<file path="src/rtl/im_loader_pkg.sv">
// Shared definitions for the instruction-memory loader: default depth,
// stream-format constants and the loader state encoding.
// Optional feature macro: IM_LOADER_CHECKSUM_EN (adds the CSUM state).
package im_loader_pkg;

    localparam int unsigned IM_DEPTH_DEF   = 1024;
    localparam int unsigned BYTES_PER_WORD = 4;
    localparam int unsigned WORD_SHIFT     = $clog2(BYTES_PER_WORD);

    typedef enum logic [2:0] {
        ST_LEN_HI = 3'd0,
        ST_LEN_LO = 3'd1,
        ST_DATA   = 3'd2,
        ST_FINISH = 3'd3,
        ST_CSUM   = 3'd4,
        ST_DONE   = 3'd5,
        ST_ERR    = 3'd6
    } state_t;

    // States in which the loader takes bytes from the stream.
    function automatic logic accepts_bytes(input state_t s);
        return (s == ST_LEN_HI) || (s == ST_LEN_LO) || (s == ST_DATA) || (s == ST_CSUM);
    endfunction

endpackage

</file>
<file path="src/rtl/im_loader_if.sv">
// Byte stream in, instruction-memory write port and status out.
// The slave modport is the loader's view; master is the driving environment.
interface im_loader_if;

    logic        in_valid;
    logic [7:0]  in_data;
    logic        in_ready;
    logic        im_we;
    logic [31:0] im_addr;
    logic [31:0] im_wdata;
    logic        cpu_hold;
    logic        done;
    logic        error;

    modport slave (
        input  in_valid, in_data,
        output in_ready, im_we, im_addr, im_wdata, cpu_hold, done, error
    );

    modport master (
        output in_valid, in_data,
        input  in_ready, im_we, im_addr, im_wdata, cpu_hold, done, error
    );

endinterface

</file>
<file path="src/rtl/im_loader_word_assemble.sv">
// Collects bytes MSB first into 32-bit words. word_vld_o pulses in the same
// cycle the fourth byte is presented, with the completed word on word_o.
module im_loader_word_assemble
    import im_loader_pkg::*;
(
    input  logic        clock,
    input  logic        reset,
    input  logic        clear_i,
    input  logic        byte_vld_i,
    input  logic [7:0]  byte_i,
    output logic        word_vld_o,
    output logic [31:0] word_o
);

    logic [1:0]  cnt_q, cnt_d;
    logic [23:0] shift_q, shift_d;

    assign word_vld_o = byte_vld_i && (cnt_q == 2'(BYTES_PER_WORD - 1));
    assign word_o     = {shift_q, byte_i};

    // Byte counter and shift register; a clear drops any partial word.
    always_comb begin
        cnt_d   = cnt_q;
        shift_d = shift_q;
        if (clear_i) begin
            cnt_d   = '0;
            shift_d = '0;
        end else if (byte_vld_i) begin
            cnt_d   = cnt_q + 2'd1;
            shift_d = {shift_q[15:0], byte_i};
        end
    end

    // State registers for the assembler.
    always_ff @(posedge clock) begin
        if (reset) begin
            cnt_q   <= '0;
            shift_q <= '0;
        end else begin
            cnt_q   <= cnt_d;
            shift_q <= shift_d;
        end
    end

endmodule

</file>
<file path="src/rtl/im_loader.sv">
// Instruction-memory loader: reads a 16-bit word count, then streams
// big-endian words into instruction memory and releases the core when done.
// Optional feature macro: IM_LOADER_CHECKSUM_EN (XOR checksum byte after data).
module im_loader
    import im_loader_pkg::*;
#(
    parameter int unsigned IM_DEPTH  = IM_DEPTH_DEF,
    parameter logic [31:0] BASE_ADDR = 32'h0
) (
    input  logic        clock,
    input  logic        reset,
    im_loader_if.slave  lif
);

    state_t      state_q, state_d;
    logic        ready_q;
    logic        we_q;
    logic [31:0] addr_q;
    logic [31:0] wdata_q;
    logic [7:0]  len_hi_q;
    logic [15:0] len_q;
    logic [15:0] widx_q;

    logic        xfer;
    logic        data_xfer;
    logic [15:0] len_w;
    logic        word_vld;
    logic [31:0] word;

    assign xfer      = lif.in_valid && ready_q;
    assign data_xfer = xfer && (state_q == ST_DATA);
    assign len_w     = {len_hi_q, lif.in_data};

    im_loader_word_assemble u_asm (
        .clock      (clock),
        .reset      (reset),
        .clear_i    (state_q != ST_DATA),
        .byte_vld_i (data_xfer),
        .byte_i     (lif.in_data),
        .word_vld_o (word_vld),
        .word_o     (word)
    );

`ifdef IM_LOADER_CHECKSUM_EN
    logic [7:0] csum_q, csum_d;

    // Running XOR of data bytes; restarted when a new length is accepted.
    always_comb begin
        csum_d = csum_q;
        if (xfer && state_q == ST_LEN_LO) csum_d = '0;
        else if (data_xfer)               csum_d = csum_q ^ lif.in_data;
    end

    // Checksum register.
    always_ff @(posedge clock) begin
        if (reset) csum_q <= '0;
        else       csum_q <= csum_d;
    end
`endif

    // Next-state logic of the loader FSM.
    always_comb begin
        state_d = state_q;
        case (state_q)
            ST_LEN_HI: if (xfer) state_d = ST_LEN_LO;
            ST_LEN_LO: begin
                if (xfer) begin
                    if (len_w == 16'd0)                 state_d = ST_FINISH;
                    else if (32'(len_w) > IM_DEPTH)     state_d = ST_ERR;
                    else                                state_d = ST_DATA;
                end
            end
            ST_DATA: if (word_vld && widx_q == len_q - 16'd1) state_d = ST_FINISH;
`ifdef IM_LOADER_CHECKSUM_EN
            ST_FINISH: state_d = ST_CSUM;
            ST_CSUM: if (xfer) state_d = (lif.in_data == csum_q) ? ST_DONE : ST_ERR;
`else
            ST_FINISH: state_d = ST_DONE;
`endif
            ST_DONE:   state_d = ST_DONE;
            ST_ERR:    state_d = ST_ERR;
            default:   state_d = ST_ERR;
        endcase
    end

    // State, handshake, length/index counters and the registered write port.
    always_ff @(posedge clock) begin
        if (reset) begin
            state_q  <= ST_LEN_HI;
            ready_q  <= 1'b0;
            we_q     <= 1'b0;
            addr_q   <= BASE_ADDR;
            wdata_q  <= '0;
            len_hi_q <= '0;
            len_q    <= '0;
            widx_q   <= '0;
        end else begin
            state_q <= state_d;
            ready_q <= accepts_bytes(state_d);
            we_q    <= word_vld;
            if (xfer && state_q == ST_LEN_HI) len_hi_q <= lif.in_data;
            if (xfer && state_q == ST_LEN_LO) begin
                len_q  <= len_w;
                widx_q <= '0;
            end else if (word_vld) begin
                widx_q <= widx_q + 16'd1;
            end
            if (word_vld) begin
                addr_q  <= BASE_ADDR + ({16'd0, widx_q} << WORD_SHIFT);
                wdata_q <= word;
            end
        end
    end

    assign lif.in_ready = ready_q;
    assign lif.im_we    = we_q;
    assign lif.im_addr  = addr_q;
    assign lif.im_wdata = wdata_q;
    assign lif.done     = (state_q == ST_DONE);
    assign lif.error    = (state_q == ST_ERR);
    assign lif.cpu_hold = (state_q != ST_DONE);

endmodule

</file>
<file path="src/flat_wrapper.sv">
// flat-port wrapper written by rule: the top's interface ports become plain ports
module im_loader_flat import im_loader_pkg::*;
#(
    parameter int unsigned IM_DEPTH  = IM_DEPTH_DEF,
    parameter logic [31:0] BASE_ADDR = 32'h0
)
  (clock, reset, lif_in_valid, lif_in_data, lif_in_ready, lif_im_we, lif_im_addr, lif_im_wdata, lif_cpu_hold, lif_done, lif_error);
  im_loader_if lif_i ();
  input  logic clock;
  input  logic reset;
  input wire logic [$bits(lif_i.in_valid)-1:0] lif_in_valid;
  input wire logic [$bits(lif_i.in_data)-1:0] lif_in_data;
  output wire logic [$bits(lif_i.in_ready)-1:0] lif_in_ready;
  output wire logic [$bits(lif_i.im_we)-1:0] lif_im_we;
  output wire logic [$bits(lif_i.im_addr)-1:0] lif_im_addr;
  output wire logic [$bits(lif_i.im_wdata)-1:0] lif_im_wdata;
  output wire logic [$bits(lif_i.cpu_hold)-1:0] lif_cpu_hold;
  output wire logic [$bits(lif_i.done)-1:0] lif_done;
  output wire logic [$bits(lif_i.error)-1:0] lif_error;
  assign lif_i.in_valid = lif_in_valid;
  assign lif_i.in_data = lif_in_data;
  assign lif_in_ready = lif_i.in_ready;
  assign lif_im_we = lif_i.im_we;
  assign lif_im_addr = lif_i.im_addr;
  assign lif_im_wdata = lif_i.im_wdata;
  assign lif_cpu_hold = lif_i.cpu_hold;
  assign lif_done = lif_i.done;
  assign lif_error = lif_i.error;
  im_loader #(.IM_DEPTH(IM_DEPTH), .BASE_ADDR(BASE_ADDR)) u_core (.clock(clock), .reset(reset), .lif(lif_i));
endmodule
</file>
<file path="config.mk">
export PLATFORM = sky130hd
export DESIGN_NAME = im_loader_flat
export DESIGN_NICKNAME = d
export VERILOG_FILES = /design/src/rtl/im_loader_pkg.sv /design/src/rtl/im_loader_if.sv /design/src/rtl/im_loader_word_assemble.sv /design/src/rtl/im_loader.sv /design/src/flat_wrapper.sv
export SDC_FILE = /design/constraint.sdc
export NUM_CORES = 1
export LEC_CHECK = 0
export BUFFER_PORTS_ARGS = -buffer_cell sky130_fd_sc_hd__buf_4
export CORE_UTILIZATION = 50
export DETAILED_ROUTE_END_ITERATION = 6
export PLACE_DENSITY = 0.72
export REMOVE_ABC_BUFFERS = 1
export SETUP_SLACK_MARGIN = 0.02
export SYNTH_ARGS = -nofsm -noshare
export SYNTH_HDL_FRONTEND = slang
export SYNTH_SLANG_ARGS = --single-unit
</file>
<file path="constraint.sdc">
create_clock -name clock -period 3.5 [get_ports clock]
set_clock_uncertainty 0.05 [all_clocks]
set_input_delay 0.525 -clock clock [delete_from_list [all_inputs] [get_ports clock]]
set_output_delay 0.525 -clock clock [all_outputs]
set_load 0.05 [all_outputs]
</file>
**After elaboration in Yosys (flattened, before gate mapping)**

Index checks and enable logic that the tools add are counted.
Widths: inputs -> output; s select.

- Register bits after elaboration: 119
- Input port bits: 11
- Output and inout bits: 69
- Logic and storage cells: 47

- Add/subtract/negate cells: 3
- Magnitude comparators: 1
- Equality and inequality tests: 12
- Mux-type cells: 6
- Reduce and logical (&&, ||, !) cells: 15

Operator list:

| operator | count |
|---|---|
| $add 16x1->16 const B | 1 |
| $eq 16x16->1 | 1 |
| $gt 16x11->1 const B | 1 |
| $logic_not 16->1 | 1 |
| $sub 16x1->16 const B | 1 |
| $mux 3 | 5 |
| $pmux 3 s4 | 1 |
| $eq 3x2->1 const B | 3 |
| $eq 3x3->1 const B | 3 |
| $eq 3x1->1 const B | 2 |
| $logic_and 1x1->1 | 6 |
| $logic_not 3->1 | 2 |
| $reduce_or 2->1 | 3 |
| $logic_or 1x1->1 | 3 |
| $ne 3x2->1 const B | 1 |
| $ne 3x3->1 const B | 1 |
| $add 2x1->2 const B | 1 |
| $eq 2x2->1 const B | 1 |

**Longest topological paths before layout**

- Word-level depth: 10
- Depth in mapped cells: 9

**By module**

A second synthesis with hierarchy kept.

- Cells, all modules: 543
- Area total of the unflattened synthesis: 5187.5 um^2

By module, submodules not included:

| module | times used | cells each | area each (um^2) |
|---|---|---|---|
| im_loader | 1 | 448 | 4147.7 |
| im_loader_word_assemble | 1 | 95 | 1039.7 |

**Worst setup path before layout**

OpenSTA, ideal clock, no wires.

- Path type: flip-flop to flip-flop
- From: reg u_core.len_q[0]
- To: reg u_core.ready_q (netlist: u_core.lif.in_ready)
- Setup time: 0.116 ns
- Arrival time: 2.084 ns
- Data required time: 3.334 ns
- Setup slack: 1.250 ns
- Cell stages (with the launch flop): 10
- Cells stage by stage: dfxtp_1 clkbuf_1 inv_1 ha_1 or4b_4 nor4_1 xnor2_1 a2111oi_2 nand4_1 and3_1

- Longest elaborated chain between the ends: 9
- Elaborated cells on any way between the ends: 12
- Classes of those cells: 1 x add/sub; 4 x eq/ne; 2 x mux; 5 x reduce/logical

Ends and longest elaborated chain:

| item | RTL line | text |
|---|---|---|
| start: declaration | im_loader.sv:21 | `logic [15:0] len_q;` |
| start signal: assignment | im_loader.sv:103 | `len_q <= len_w;` |
| $sub 16x1->16 * | im_loader.sv:73 | `ST_DATA: if (word_vld && widx_q == len_q - 16'd1) state_d = ST_FINISH;` |
| $eq 16x16->1 * | im_loader.sv:73 |  |
| $logic_and 1x1->1 * | im_loader.sv:73 |  |
| $mux 3 * | im_loader.sv:73 |  |
| $pmux 3 s4 * | im_loader.sv:64 | `case (state_q)` |
| $eq 3x1->1 / $logic_not 3->1 (equally long branches) | im_loader_pkg.sv:22 | `return (s == ST_LEN_HI) \|\| (s == ST_LEN_LO) \|\| (s == ST_DATA) \|\| (s == ST_CSUM);` |
| $logic_or 1x1->1 (2 in series) | im_loader_pkg.sv:22 |  |
| $logic_or 1x1->1 * | im_loader_pkg.sv:22 |  |
| end signal: assignment | im_loader.sv:99 | `ready_q <= accepts_bytes(state_d);` |
| end: declaration | im_loader.sv:16 | `logic ready_q;` |

Every way passes the cells marked *; elsewhere a longest branch is shown, timed or not.
A chain may end at the register's enable or synchronous reset.

**Worst setup path after layout**

- From: reg u_core.len_q[5]
- To: reg u_core.ready_q (netlist: u_core.lif.in_ready)

The elaborated chain is that of the path after synthesis.

==> impl_metrics.yaml <==
run_status:
  status: "complete, no violations"
timing:
  min_period_over_period_pct: 74.3
  setup_violations: 0
  final.min_clock_period_ns: 2.60
  timing.fmax_ghz: 0.385
  finalSetupTns_ns: 0
  finalMaxSlewViolations: 0
  slew_headroom_pct: 37.4
  rsz0062_at_grt: "no"
  tightest_slew_ns: 0.937
  timing.hold.ws_ns: 0.250
  finalHoldViolations: 0
clock_tree:
  htreeDepth: 4
  worstSkewPairLatency_ns: 0.51
  numCtsBuffers: 17
  cts-root-buf: "clkbuf_8"
  cts_setup_buffers: 0
  clock_path_buffers: 2
  clk_pin_slew_ns: 0.06
  cts_hold_buf: 0
  cts_tree: "built"
  ctsResizeCount: 0
  cts.sink_count: 119
global_routing:
  grt_pass1_vias: 3866
  grt_usage_pct: 23.2
  grt_max_degree: 53
  grt_pass1_wl_mm: 18.8
  antenna_found_initial: 0
  grt_overflow: 0
yosys:
  yosys_warnings: 0
  synthCells: 591
  yosys_register_bits: 119
  synthFlopType: "dfxtp_1"
  avgSynthCellArea_um2: 8.53
  netlist_area_um2: 5040
  ys_top_cells_by_area: "dfxtp_1 (47%), nand2_1 (11%), a21oi_1 (7.0%), o221a_2 (5.8%), xor2_1 (3.1%)"
  synth_edf_count: 0
  yosysTopAreaCell: "dfxtp_1"
  async_flop_share_pct: 0
  ys_types: 47
  yosysTopAreaCellShare_pct: 47.3
  seq_area_frac_synth_pct: 47.3
drt:
  drc_errors: 0
  routed_wl_mm: 11.5
  vias: 4231
  drt_first_pass_iters: 5
  vias_per_cell: 5.37
  ant_nets: 0
  drt_iter0_markers: 195
  drt-wirelength-per-cell_um: 14.6
power:
  p_sw_share_pct: 24.0
  seqPwrFrac_pct: 42.3
  clkPwrFrac_pct: 51.9
  p_per_area_nw_per_um2: 535
  p_leak_uw: 0.00248
  ir_worst_vdd_v: 0.000277
  pwr-share-comb_pct: 5.8
  intPower_uw: 2480
  switching_power_uw: 784
  power.total_uw: 3260
floorplan:
  die_w_um: 102
  rows: 36
  die_height_um: 102
  initial_utilization_pct: 51.6
  io-pin-count: 80
  core_area_um2: 9770
  fp.dieArea_um2: 10500
critical_path:
  end_kind: "register"
  rr_worst_depth: 6
  worst_setup_path_start_kind: "register"
  worstPathArrival_ns: 2.95
  crit_end: "u_core.lif.in_ready"
  r2r-start: "u_core.len_q[5]"
  reg2reg_setup_slack_ns: 0.90
  startpoint: "u_core.len_q[5]"
  r2r-end: "u_core.lif.in_ready"
  critPathKind: "reg2reg"
  cp.required_ns: 3.85
  cp_max_fo: 6
cells_and_area:
  final-instance-count-excl-fill: 788
  area_delta_synth_final_pct: 21.0
  diodes: 0
  nNetsFinal: 656
  drive_above_1_share_pct: 21.1
  fillCellCount: 851
hold_path:
  min_path_type: "in2reg"
job:
  maxCapViolCount: 0
placement:
  gp_congestion: 0.943
  port_buffers: 63
  place_inst: 756
  hpwl_mm: 7.60
final cells by class:
type	count	area, um2	area share (%)
Tap cell	133	166	2.73
Inverter	5	18.8	0.308
Sequential cell	119	2380	39.1
Timing Repair Buffer	70	526	8.62
Clock inverter	13	146	2.40
Multi-Input combinational cell	429	2420	39.7
Clock buffer	19	442	7.24
worst min path at each step:
stage                             startpoint                       to  slack (ns)  depth (start not counted)
floorplan           u_core.u_asm.shift_q[16]  u_core.lif.im_wdata[24]        0.38                          2
global placement    u_core.u_asm.shift_q[16]  u_core.lif.im_wdata[24]        0.39                          2
detailed placement  u_core.u_asm.shift_q[19]  u_core.lif.im_wdata[27]        0.39                          2
CTS                           lif_in_data[6]          u_core.len_q[6]        0.24                          3
global route                  lif_in_data[6]          u_core.len_q[6]        0.25                          3
finish                        lif_in_data[3]   u_core.lif.im_wdata[3]        0.25                          3
logic make-up (layout without fill, tap and decap cells):
kind of cell             Yosys count  after routing  synth area share [%]
AND/OR/NAND/NOR                  253            253                  22.8
buffers and inverters             58            107                  5.91
other                              1             16                0.0744
adder cells (fa/ha/maj)            3              3                 0.745
XOR/XNOR                          35             35                  6.08
AO/OA/AOI/OAI                    114            114                  15.6
multiplexers                       8              8                  1.59
flip-flops                       119            119                  47.3
critical path: stages (launching register included):
cell and delay, ns:
dfxtp_1 0.36, nor3_1 0.43, nand3_1 0.23, or4_1 0.58, a2111oi_2 0.44, nand4_1 0.21
and3_1 0.19
flip-flops by register name, summed over array words and instances, names as in the netlist:
signal                count
u_core.len_hi_q           8
u_core.len_q             16
u_core.lif.im_addr       16
u_core.lif.im_wdata      32
u_core.lif.im_we          1
u_core.lif.in_ready       1
u_core.state_q            3
u_core.u_asm.cnt_q        2
u_core.u_asm.shift_q     24
u_core.widx_q            16
cell usage after synthesis, drive strengths merged (3+ instances only):
| cell | number |
|---|---|
| a21oi | 71 |
| and2 | 7 |
| and3 | 3 |
| buf | 19 |
| clkbuf | 34 |
| dfxtp | 119 |
| ha | 3 |
| inv | 5 |
| mux2i | 8 |
| nand2 | 142 |
| nand2b | 5 |
| nand3 | 10 |
| nand4 | 7 |
| nor2 | 40 |
| nor2b | 8 |
| nor3 | 8 |
| nor4 | 4 |
| o21ai | 4 |
| o221a | 26 |
| o31ai | 3 |
| or3 | 6 |
| or4 | 4 |
| xnor2 | 17 |
| xor2 | 18 |
stage by stage:
| stage | utilization (%) | area [um2] | worst slack (ns) |
|---|---|---|---|
| final | 62.4 | 6100 | 0.900 |
| after CTS | 62.4 | 6100 | 0.961 |
| after floorplan | - | 4820 | 0.578 |
| after global placement | 56.4 | 5510 | 1.16 |
| after detailed placement | 56.4 | 5510 | 1.08 |
| after global routing | 62.4 | 6100 | 0.835 |
power by group through the flow:
stage	Combinational (uW)	Clock (uW)	Sequential, uW
after global routing	202	1780	1380
after detailed placement	184	0	1410
final	188	1690	1380
after floorplan	125	0	1410
after global placement	180	0	1410
after CTS	186	1720	1380
metal layers:
layer	vias up	routed length, um	global-route usage (%)
met5	-	0	0
met2	125	5500	38.1
met3	22	554	5.40
met4	0	227	10.3
li1	2086	-	-
met1	1998	5250	29.1
placed cells by master, fill, tap and decap left out, types with 4 or more instances in the layout:
cell type / n
nand2_1: 142
dfxtp_1: 119
a21oi_1: 71
buf_4: 70
nor2_1: 40
o221a_2: 26
xor2_1: 18
xnor2_1: 17
conb_1: 16
clkbuf_16: 16
nand3_1: 10
nor2b_1: 8
mux2i_1: 8
nor3_1: 7
nand4_1: 7
or3_1: 6
inv_1: 5
and2_1: 5
nand2b_1: 5
clkinv_4: 5
nor4_1: 4
o21ai_0: 4
Power figures use the tool's default switching activity.
